===== config.mk =====
export PLATFORM = sky130hd
export DESIGN_NAME = instruction_control_fsm
export DESIGN_NICKNAME = d
export VERILOG_FILES = /design/src/rtl/instruction_control_fsm.sv
export SDC_FILE = /design/constraint.sdc
export NUM_CORES = 1
export LEC_CHECK = 0
export CORE_MARGIN = 10
export CORE_UTILIZATION = 39
export CTS_CLUSTER_SIZE = 10
export DETAILED_ROUTE_END_ITERATION = 6
export PLACE_DENSITY = 0.86
export SYNTH_ARGS = -nofsm -noshare
export SYNTH_HDL_FRONTEND = slang
export SYNTH_SLANG_ARGS = --single-unit

===== constraint.sdc =====
create_clock -name Clock -period 4.3 [get_ports Clock]
set_input_delay 0.645 -clock Clock [delete_from_list [all_inputs] [get_ports Clock]]
set_output_delay 0.645 -clock Clock [all_outputs]
set_load 0.03 [all_outputs]

===== src/rtl/instruction_control_fsm.sv =====
// instruction_control_fsm: Moore control unit for the single-bus CPU datapath.
// Sequences instruction fetch (T0-T2) and per-opcode execute steps (T3-T7),
// driving every bus source, load enable, ALU op, memory strobe and register
// select. Stop and the halt opcode freeze sequencing at instruction boundaries.
module instruction_control_fsm #(
    parameter int unsigned OPW    = 5,
    parameter logic [4:0]  ADD_OP = 5'b00011
) (
    input  logic        Clock,
    input  logic        Reset,
    input  logic        Stop,
    input  logic [31:0] IR,
    input  logic        CON_FF,
    output logic [7:0]  bus_sel,
    output logic [9:0]  ld_en,
    output logic        Gra,
    output logic        Grb,
    output logic        Grc,
    output logic        Rin,
    output logic        Rout,
    output logic        BAout,
    output logic        IncPC,
    output logic        Read,
    output logic        Write,
    output logic [4:0]  alu_op,
    output logic        Run,
    output logic        Clear
);

    typedef enum logic [3:0] {
        S_RST, S_T0, S_T1, S_T2, S_T3, S_T4, S_T5, S_T6, S_T7, S_HALT
    } state_t;

    // bus_sel bit positions
    localparam int unsigned BS_PC  = 0;
    localparam int unsigned BS_ZH  = 1;
    localparam int unsigned BS_ZL  = 2;
    localparam int unsigned BS_MDR = 3;
    localparam int unsigned BS_HI  = 4;
    localparam int unsigned BS_LO  = 5;
    localparam int unsigned BS_IN  = 6;
    localparam int unsigned BS_C   = 7;

    // ld_en bit positions
    localparam int unsigned LD_MAR = 0;
    localparam int unsigned LD_PC  = 1;
    localparam int unsigned LD_MDR = 2;
    localparam int unsigned LD_IR  = 3;
    localparam int unsigned LD_Y   = 4;
    localparam int unsigned LD_Z   = 5;
    localparam int unsigned LD_HI  = 6;
    localparam int unsigned LD_LO  = 7;
    localparam int unsigned LD_CON = 8;
    localparam int unsigned LD_OUT = 9;

    // opcodes
    localparam logic [OPW-1:0] OP_LD   = OPW'(5'b00000);
    localparam logic [OPW-1:0] OP_LDI  = OPW'(5'b00001);
    localparam logic [OPW-1:0] OP_ST   = OPW'(5'b00010);
    localparam logic [OPW-1:0] OP_ADD  = OPW'(5'b00011);
    localparam logic [OPW-1:0] OP_SUB  = OPW'(5'b00100);
    localparam logic [OPW-1:0] OP_AND  = OPW'(5'b00101);
    localparam logic [OPW-1:0] OP_OR   = OPW'(5'b00110);
    localparam logic [OPW-1:0] OP_SHR  = OPW'(5'b00111);
    localparam logic [OPW-1:0] OP_SHL  = OPW'(5'b01000);
    localparam logic [OPW-1:0] OP_ROR  = OPW'(5'b01001);
    localparam logic [OPW-1:0] OP_ROL  = OPW'(5'b01010);
    localparam logic [OPW-1:0] OP_ADDI = OPW'(5'b01011);
    localparam logic [OPW-1:0] OP_ANDI = OPW'(5'b01100);
    localparam logic [OPW-1:0] OP_ORI  = OPW'(5'b01101);
    localparam logic [OPW-1:0] OP_MUL  = OPW'(5'b01110);
    localparam logic [OPW-1:0] OP_DIV  = OPW'(5'b01111);
    localparam logic [OPW-1:0] OP_NEG  = OPW'(5'b10000);
    localparam logic [OPW-1:0] OP_NOT  = OPW'(5'b10001);
    localparam logic [OPW-1:0] OP_BRX  = OPW'(5'b10010);
    localparam logic [OPW-1:0] OP_JR   = OPW'(5'b10011);
    localparam logic [OPW-1:0] OP_JAL  = OPW'(5'b10100);
    localparam logic [OPW-1:0] OP_IN   = OPW'(5'b10101);
    localparam logic [OPW-1:0] OP_OUT  = OPW'(5'b10110);
    localparam logic [OPW-1:0] OP_MFHI = OPW'(5'b10111);
    localparam logic [OPW-1:0] OP_MFLO = OPW'(5'b11000);
    localparam logic [OPW-1:0] OP_NOP  = OPW'(5'b11001);
    localparam logic [OPW-1:0] OP_HALT = OPW'(5'b11010);

    state_t         r_state;
    state_t         w_next;
    logic           r_halt_lock;
    logic           w_set_lock;
    logic           w_done;
    logic [OPW-1:0] w_op;
    logic           w_is_imm;
    logic           w_is_muldiv;
    logic           w_unused_ir;

    assign w_op        = IR[31 -: OPW];
    assign w_unused_ir = ^IR[31-OPW:0];
    assign w_is_imm    = (w_op == OP_ADDI) || (w_op == OP_ANDI) || (w_op == OP_ORI);
    assign w_is_muldiv = (w_op == OP_MUL) || (w_op == OP_DIV);

    assign Clear = ~Reset;
    assign Run   = (r_state != S_RST) && (r_state != S_HALT);

    // State register; the halt-opcode lock keeps HALT sticky until reset
    always_ff @(posedge Clock or negedge Reset) begin
        if (!Reset) begin
            r_state     <= S_RST;
            r_halt_lock <= 1'b0;
        end else begin
            r_state <= w_next;
            if (w_set_lock)
                r_halt_lock <= 1'b1;
        end
    end

    // Next-state and Moore control outputs decoded from state and IR opcode
    always_comb begin
        bus_sel    = '0;
        ld_en      = '0;
        Gra        = 1'b0;
        Grb        = 1'b0;
        Grc        = 1'b0;
        Rin        = 1'b0;
        Rout       = 1'b0;
        BAout      = 1'b0;
        IncPC      = 1'b0;
        Read       = 1'b0;
        Write      = 1'b0;
        alu_op     = '0;
        w_next     = r_state;
        w_done     = 1'b0;
        w_set_lock = 1'b0;

        case (r_state)
            S_RST: w_next = S_T0;
            S_T0: begin
                bus_sel[BS_PC] = 1'b1;
                ld_en[LD_MAR]  = 1'b1;
                IncPC          = 1'b1;
                ld_en[LD_Z]    = 1'b1;
                w_next         = S_T1;
            end
            S_T1: begin
                bus_sel[BS_ZL] = 1'b1;
                ld_en[LD_PC]   = 1'b1;
                Read           = 1'b1;
                ld_en[LD_MDR]  = 1'b1;
                w_next         = S_T2;
            end
            S_T2: begin
                bus_sel[BS_MDR] = 1'b1;
                ld_en[LD_IR]    = 1'b1;
                if (w_op == OP_HALT) begin
                    w_next     = S_HALT;
                    w_set_lock = 1'b1;
                end else if (w_op == OP_NOP || w_op > OP_HALT)
                    w_done = 1'b1;
                else
                    w_next = S_T3;
            end
            S_T3, S_T4, S_T5, S_T6, S_T7: begin
                case (r_state)
                    S_T3:    w_next = S_T4;
                    S_T4:    w_next = S_T5;
                    S_T5:    w_next = S_T6;
                    S_T6:    w_next = S_T7;
                    default: w_done = 1'b1;
                endcase
                case (w_op)
                    OP_ADD, OP_SUB, OP_AND, OP_OR, OP_SHR, OP_SHL, OP_ROR, OP_ROL,
                    OP_MUL, OP_DIV, OP_ADDI, OP_ANDI, OP_ORI: begin
                        case (r_state)
                            S_T3: begin
                                Grb = 1'b1; Rout = 1'b1; ld_en[LD_Y] = 1'b1;
                            end
                            S_T4: begin
                                if (w_is_imm)
                                    bus_sel[BS_C] = 1'b1;
                                else begin
                                    Grc = 1'b1; Rout = 1'b1;
                                end
                                alu_op      = 5'(w_op);
                                ld_en[LD_Z] = 1'b1;
                            end
                            S_T5: begin
                                bus_sel[BS_ZL] = 1'b1;
                                if (w_is_muldiv)
                                    ld_en[LD_LO] = 1'b1;
                                else begin
                                    Gra = 1'b1; Rin = 1'b1; w_done = 1'b1;
                                end
                            end
                            S_T6: begin
                                bus_sel[BS_ZH] = 1'b1; ld_en[LD_HI] = 1'b1; w_done = 1'b1;
                            end
                            default: w_done = 1'b1;
                        endcase
                    end
                    OP_NEG, OP_NOT: begin
                        case (r_state)
                            S_T3: begin
                                Grb = 1'b1; Rout = 1'b1; alu_op = 5'(w_op); ld_en[LD_Z] = 1'b1;
                            end
                            S_T4: begin
                                bus_sel[BS_ZL] = 1'b1; Gra = 1'b1; Rin = 1'b1; w_done = 1'b1;
                            end
                            default: w_done = 1'b1;
                        endcase
                    end
                    OP_LDI, OP_LD, OP_ST: begin
                        case (r_state)
                            S_T3: begin
                                Grb = 1'b1; BAout = 1'b1; ld_en[LD_Y] = 1'b1;
                            end
                            S_T4: begin
                                bus_sel[BS_C] = 1'b1; alu_op = ADD_OP; ld_en[LD_Z] = 1'b1;
                            end
                            S_T5: begin
                                bus_sel[BS_ZL] = 1'b1;
                                if (w_op == OP_LDI) begin
                                    Gra = 1'b1; Rin = 1'b1; w_done = 1'b1;
                                end else
                                    ld_en[LD_MAR] = 1'b1;
                            end
                            S_T6: begin
                                ld_en[LD_MDR] = 1'b1;
                                if (w_op == OP_LD)
                                    Read = 1'b1;
                                else begin
                                    Gra = 1'b1; Rout = 1'b1;
                                end
                            end
                            default: begin
                                if (w_op == OP_LD) begin
                                    bus_sel[BS_MDR] = 1'b1; Gra = 1'b1; Rin = 1'b1;
                                end else
                                    Write = 1'b1;
                                w_done = 1'b1;
                            end
                        endcase
                    end
                    OP_BRX: begin
                        case (r_state)
                            S_T3: begin
                                Gra = 1'b1; Rout = 1'b1; ld_en[LD_CON] = 1'b1;
                            end
                            S_T4: begin
                                bus_sel[BS_PC] = 1'b1; ld_en[LD_Y] = 1'b1;
                            end
                            S_T5: begin
                                bus_sel[BS_C] = 1'b1; alu_op = ADD_OP; ld_en[LD_Z] = 1'b1;
                            end
                            default: begin
                                bus_sel[BS_ZL] = CON_FF;
                                ld_en[LD_PC]   = CON_FF;
                                w_done         = 1'b1;
                            end
                        endcase
                    end
                    OP_JR: begin
                        Gra = 1'b1; Rout = 1'b1; ld_en[LD_PC] = 1'b1; w_done = 1'b1;
                    end
                    OP_JAL: begin
                        if (r_state == S_T3) begin
                            bus_sel[BS_PC] = 1'b1; Grb = 1'b1; Rin = 1'b1;
                        end else begin
                            Gra = 1'b1; Rout = 1'b1; ld_en[LD_PC] = 1'b1; w_done = 1'b1;
                        end
                    end
                    OP_IN: begin
                        bus_sel[BS_IN] = 1'b1; Gra = 1'b1; Rin = 1'b1; w_done = 1'b1;
                    end
                    OP_OUT: begin
                        Gra = 1'b1; Rout = 1'b1; ld_en[LD_OUT] = 1'b1; w_done = 1'b1;
                    end
                    OP_MFHI: begin
                        bus_sel[BS_HI] = 1'b1; Gra = 1'b1; Rin = 1'b1; w_done = 1'b1;
                    end
                    OP_MFLO: begin
                        bus_sel[BS_LO] = 1'b1; Gra = 1'b1; Rin = 1'b1; w_done = 1'b1;
                    end
                    default: w_done = 1'b1;
                endcase
            end
            S_HALT: w_next = (r_halt_lock || Stop) ? S_HALT : S_T0;
            default: w_next = S_RST;
        endcase

        // Stop only matters on the edge that leaves an instruction's final step
        if (w_done)
            w_next = Stop ? S_HALT : S_T0;
    end

endmodule


==> flow_summary.toml, run 1 <==
[sta]
finalSetupTns_ps = 0
unrepaired_setup_endpoints_after_global_routing = "false"
worstMarginPinSlew_ps = 514
max_freq_ghz = 0.257
skew_ps = 4.24
setup_violations = 0
final-max-slew-violation-count = 0
min_period_over_period = 0.907
timing_hold_violations_final = 0
maxSlewHeadroom = 0.657
fin_crit_ps = 3900

[global_routing]
gr-usage-all-layers = 0.145
antenna_found_initial = 0
number_of_global_route_vias_before_repair = 1354
largest_net_degree_at_the_start_of_global_routing = 21
first_pass_grt_wire_length_mm = 6.58
global_route.overflow_total = 0

[routing]
via_count = 1408
detail-route-antenna-nets = 0
drt_pre_antenna_iters = 4
drc = 0
post_drt_wl_per_cell_um = 16.3
drt_wl_total_mm = 3.80
drt-initial-drc-count = 152
route.detailed.vias_per_inst = 6.04

[clocking]
sink_count_of_the_clock_tree = 5
cts_h_tree_depth = 1
cts.path.max_buffers = 2
cts_hold_buf = 0
cts_root_buf = "clkbuf_4"
postCtsSetupBuffers = 0
cts.reportedPaths.clkPinSlew_ps = 40
worst_skew_pair.late_latency_ps = 240
cts_resized = 0
cts_tree = "done"
cts_made_buffers = 3

[yosys]
synth_sequential_area_ratio = 0.116
synthCells = 165
netlist.area_leader.share = 0.116
syn_area_per_cell_um2 = 6.54
netlist.top_cell.by_area = "dfrtp_1"
synth_flop_cell = "dfrtp_1"
proportion_of_register_bits_with_asynchronous_set_or_reset_after_synthesis = 1.00
synthDistinctLibCells = 53
postSynthRegisterBits = 5
number_of_flops_mapped_to_enable_cells_by_yosys = 0
yosysWarningCount = 0
synth_fp_nets = 201
synth.cell_area_um2 = 1080
ys_top_cells_by_area = "dfrtp_1, nor2_1, nand2_1"

[floorplan]
core_um2 = 2710
io-pin-count = 70
die-area_um2 = 5270
dieWidth_um = 72.6
placementRows = 19
initial_standard_cell_utilization_of_the_core = 0.398
die-height_um = 72.6

[setup_path]
worstSetupStartpointType = "input port"
cp_data_required_time_ps = 3650
crit_fanout = 14
worst_ep_arrival_time_ps = 3250
worstSetupPathType = "in2out"
reg2reg_to = "r_state[3]$_DFFE_PN0P_"
timing.rr.start = "r_state[2]$_DFFE_PN0P_"
r2r_slack_ps = 1960
reg2reg_depth = 5
critPathCaptureType = "output port"
critPathLaunch = "IR[29]"

[cells_and_area]
postLayoutCoreUtil = 0.571
layout.nets = 239
layout.cells.most_common = "clkdlybuf4s50_1"
most-common-layout-cells = "clkdlybuf4s50_1, nor2_1, nand2_1"
antenna_cells_inserted = 0
area.growth.synth_to_final_pct = 43.4
final_layout_size_suffix_gt1_frac = 0.0990

[power_and_ir_drop]
total_leakage_power_nw = 0.575
ir_drop_mv = 0.369
pwrdens_nw_per_um2 = 469
p_total_w = 0.000726

[place]
io_buffer_count = 42
gp_routability_congestion = 0.936
post-dp-hpwl_mm = 2.84

[hold_path]
hold_path.startpoint = "r_halt_lock$_DFFE_PN0P_"
timing.hold.worst_path_depth = 1
hp-class = "reg2reg"
worst_hold_path.endpoint = "r_halt_lock$_DFFE_PN0P_"

[job]
maxCapViolations = 0

[run_status]
outcome = "completed"
[registers in the layout, indices dropped and copies added (netlist names)]
signal and count:
r_state 4, r_halt_lock 1
[report_power, final]
| part | switching (W) | total (W) | internal, W | leakage, nW |
|---|---|---|---|---|
| Clock | 0.0000185 | 0.0000536 | 0.0000350 | 0.0150 |
| Sequential | 0.0000176 | 0.0000852 | 0.0000676 | 0.0639 |
| Combinational | 0.000362 | 0.000587 | 0.000225 | 0.496 |
| Total | 0.000398 | 0.000726 | 0.000328 | 0.575 |
[worst max-delay path: stages]
cell and delay [ps]:
clkdlybuf4s50_1 610, buf_4 270, nor3_1 410, buf_4 220, nand2_1 70, o22ai_1 150, nand2_1 120, nand2_1 90
clkdlybuf4s50_1 670
[metrics by stage]
step / cells / hold WS, ps / worst slack [ps] / instance area, um2
after detailed placement: 229 / 456 / 390 / 1520
after global routing: 233 / 479 / 240 / 1550
after CTS: 233 / 465 / 385 / 1550
after global placement: 229 / 444 / 425 / 1520
after floorplan: 165 / 349 / 668 / 1080
final: 233 / 462 / 402 / 1550
[logic make-up (layout without fill, tap and decap cells)]
family,count (synthesis),after routing,share of synthesized area
buf+inv,24,61,0.103
compound gates,45,45,0.291
flops,5,5,0.116
mux,1,1,0.00928
simple gates,88,88,0.464
xor+xnor,2,2,0.0162
[final cells by class]
type / instances / area [um2]
Tap cell: 31 / 38.8
Multi-Input combinational cell: 136 / 842
Inverter: 5 / 18.8
Clock buffer: 4 / 26.3
Fill cell: 261 / 1160
Timing Repair Buffer: 52 / 495
Sequential cell: 5 / 125
[worst max-delay path by stage]
| stage | to | cells after the start |
|---|---|---|
| floorplan | ld_en[4] | 5 |
| global placement | ld_en[4] | 5 |
| detailed placement | ld_en[4] | 5 |
| CTS | ld_en[4] | 5 |
| global route | alu_op[0] | 8 |
| finish | alu_op[1] | 9 |
[Yosys cell counts, types with 4 or more instances]
library cell  instances
clkbuf_1             11
nand2b_1              4
o21ai_0               4
nor3_1               10
dfrtp_1               5
nor2b_1               4
inv_1                 5
a21oi_1               9
nor3b_1               4
a31oi_1               6
nor2_1               20
nand2_1              17
[routing by layer]
| layer | track usage | routed length, um | up-vias |
|---|---|---|---|
| met5 | 0 | 0 | - |
| met4 | 0.0274 | 0 | 0 |
| met3 | 0.0531 | 440 | 0 |
| met2 | 0.224 | 1830 | 76 |
| met1 | 0.188 | 1530 | 649 |
| li1 | - | - | 683 |
(Power assumes the default switching activity.)
==> run 2, diff against run 1 <==
--- a/config.mk
+++ b/config.mk
@@ -9,6 +9,7 @@
 export CORE_UTILIZATION = 39
 export CTS_CLUSTER_SIZE = 10
 export DETAILED_ROUTE_END_ITERATION = 6
+export HOLD_SLACK_MARGIN = 0.1
 export PLACE_DENSITY = 0.86
 export SYNTH_ARGS = -nofsm -noshare
 export SYNTH_HDL_FRONTEND = slang
==> constraint.sdc (replaced) <==
create_clock -name Clock -period 4.3 [get_ports Clock]
set_input_delay 0.645 -clock Clock [delete_from_list [all_inputs] [get_ports Clock]]
set_output_delay 0.645 -clock Clock [all_outputs]
set_load 0.01 [all_outputs]
==> run 2 against run 1 <==
Die area is the same. Sequential share of layout area grew 0.16 points. First-iteration DRC count shrank 25%. Sequential power grew 67%. Non-clock buffer count shrank 4. Design area shrank 1.9%. Clock skew shrank 1.0 ps. Combinational power shrank 28%. Clock-buffer cell count is the same. Wire length shrank 3.1%. Core utilization shrank 1.1 points. Cell count shrank 1.7%.
==> flow_summary.toml, run 2 (synthesized netlist as in run 1, its figures left out) <==
[floorplan]
die-area_um2 = 5270
initial_standard_cell_utilization_of_the_core = 0.398
core_um2 = 2710
io-pin-count = 70
dieWidth_um = 72.6
die-height_um = 72.6
placementRows = 19

[setup_path]
cp_data_required_time_ps = 3650
critPathLaunch = "IR[28]"
setup.worst_path.end = "ld_en[4]"
timing.rr.start = "r_state[0]$_DFFE_PN0P_"
critPathCaptureType = "output port"
reg2reg_to = "r_state[3]$_DFFE_PN0P_"
reg2reg_depth = 5
worstSetupStartpointType = "input port"
worst_ep_arrival_time_ps = 3100
worstSetupPathType = "in2out"
crit_fanout = 9
r2r_slack_ps = 1900

[cells_and_area]
layout.cells.most_common = "clkdlybuf4s50_1"
postLayoutCoreUtil = 0.560
area_of_combinational_cells_with_multiple_inputs_um2 = 842
nFillCells = 286
layout.nets = 235
area.growth.synth_to_final_pct = 40.6
most-common-layout-cells = "clkdlybuf4s50_1, nor2_1, nand2_1"
number_of_flip_flops_in_the_largest_register = 4
design_area_um2 = 1520
antenna_cells_inserted = 0
top_regs = "r_state (4), r_halt_lock (1)"
registers.top_by_ff_count = "r_state"
final_layout_size_suffix_gt1_frac = 0.0808
area.sequential_um2 = 125

[sta]
finalSetupTns_ps = 0
unrepaired_setup_endpoints_after_global_routing = "false"
skew_ps = 3.21
maxSlewHeadroom = 0.579
setup_violations = 0
max_freq_ghz = 0.267
timing_hold_violations_final = 0
worstMarginPinSlew_ps = 631
post-route-worst-setup-slack_ps = 557
min_period_over_period = 0.871
fin_crit_ps = 3740
final-max-slew-violation-count = 0

[routing]
route.detailed.vias_per_inst = 6.10
post_drt_wl_per_cell_um = 16.1
drt_pre_antenna_iters = 5
drt_wl_total_mm = 3.69
drt-initial-drc-count = 114
detail-route-antenna-nets = 0
via_count = 1398
drc = 0

[clocking]
cts_resized = 0
sink_count_of_the_clock_tree = 5
cts_made_buffers = 3
cts.reportedPaths.clkPinSlew_ps = 40
worst_skew_pair.late_latency_ps = 240
cts_h_tree_depth = 1
cts.path.max_buffers = 2
cts_root_buf = "clkbuf_4"
cts_hold_buf = 0
cts_tree = "done"
postCtsSetupBuffers = 0

[job]
maxCapViolations = 0

[place]
post-dp-hpwl_mm = 2.76
dpl-instance-area_um2 = 1490
detailedPlace.worstSlack_ps = 569
gp_routability_congestion = 0.928
io_buffer_count = 42

[power_and_ir_drop]
total_leakage_power_nw = 0.556
ir_drop_mv = 0.397
pwrdens_nw_per_um2 = 406

[global_routing]
global_route.overflow_total = 0
gr-usage-all-layers = 0.141
largest_net_degree_at_the_start_of_global_routing = 22
first_pass_grt_wire_length_mm = 6.38
antenna_found_initial = 0
number_of_global_route_vias_before_repair = 1340

[run_status]
outcome = "completed"

[hold_path]
hp-class = "reg2reg"
## run 2: metrics by stage
stage	total power [W]	std cells	hold WS, ps
6_report	0.000616	229	459
3_3_place_gp	0.000556	225	448
3_5_place_dp	0.000559	225	453
2_1_floorplan	0.000394	165	349
4_1_cts	0.000617	229	463
5_1_grt	0.000676	229	512
## run 2: how the worst min path moves through the flow
stage                                  startpoint                 endpoint  slack, ps  cells past startpoint
after global placement    r_halt_lock$_DFFE_PN0P_  r_halt_lock$_DFFE_PN0P_        450                      1
after global routing      r_halt_lock$_DFFE_PN0P_  r_halt_lock$_DFFE_PN0P_        510                      1
after floorplan                             Reset  r_halt_lock$_DFFE_PN0P_        350                      0
after CTS                 r_halt_lock$_DFFE_PN0P_  r_halt_lock$_DFFE_PN0P_        460                      1
final                     r_halt_lock$_DFFE_PN0P_  r_halt_lock$_DFFE_PN0P_        460                      1
after detailed placement  r_halt_lock$_DFFE_PN0P_  r_halt_lock$_DFFE_PN0P_        450                      1
## run 2: cell type report
type | count | area share
Multi-Input combinational cell | 136 | 0.555
Timing Repair Buffer | 48 | 0.307
Sequential cell | 5 | 0.0825
Tap cell | 31 | 0.0256
Clock buffer | 4 | 0.0173
Inverter | 5 | 0.0124
## run 2: report_power, final
group          internal (W)  switching (W)  leakage, nW  total [W]
Clock             0.0000350      0.0000174       0.0150  0.0000524
Sequential        0.0000667      0.0000757       0.0639   0.000142
Combinational      0.000209       0.000212        0.477   0.000421
Total              0.000310       0.000306        0.556   0.000616
## run 2: critical path: stages
cell	delay [ps]
clkdlybuf4s50_1	630
nand3b_1	180
or3_1	470
a2111oi_0	540
clkdlybuf4s50_1	640
## run 2: per-layer routing
metal | vias to the layer above | track usage | routed length, um
li1 | 678 | - | -
met1 | 660 | 0.185 | 1590
met2 | 58 | 0.219 | 1740
met3 | 2 | 0.0490 | 349
met4 | 0 | 0.0253 | 8
met5 | - | 0 | 0
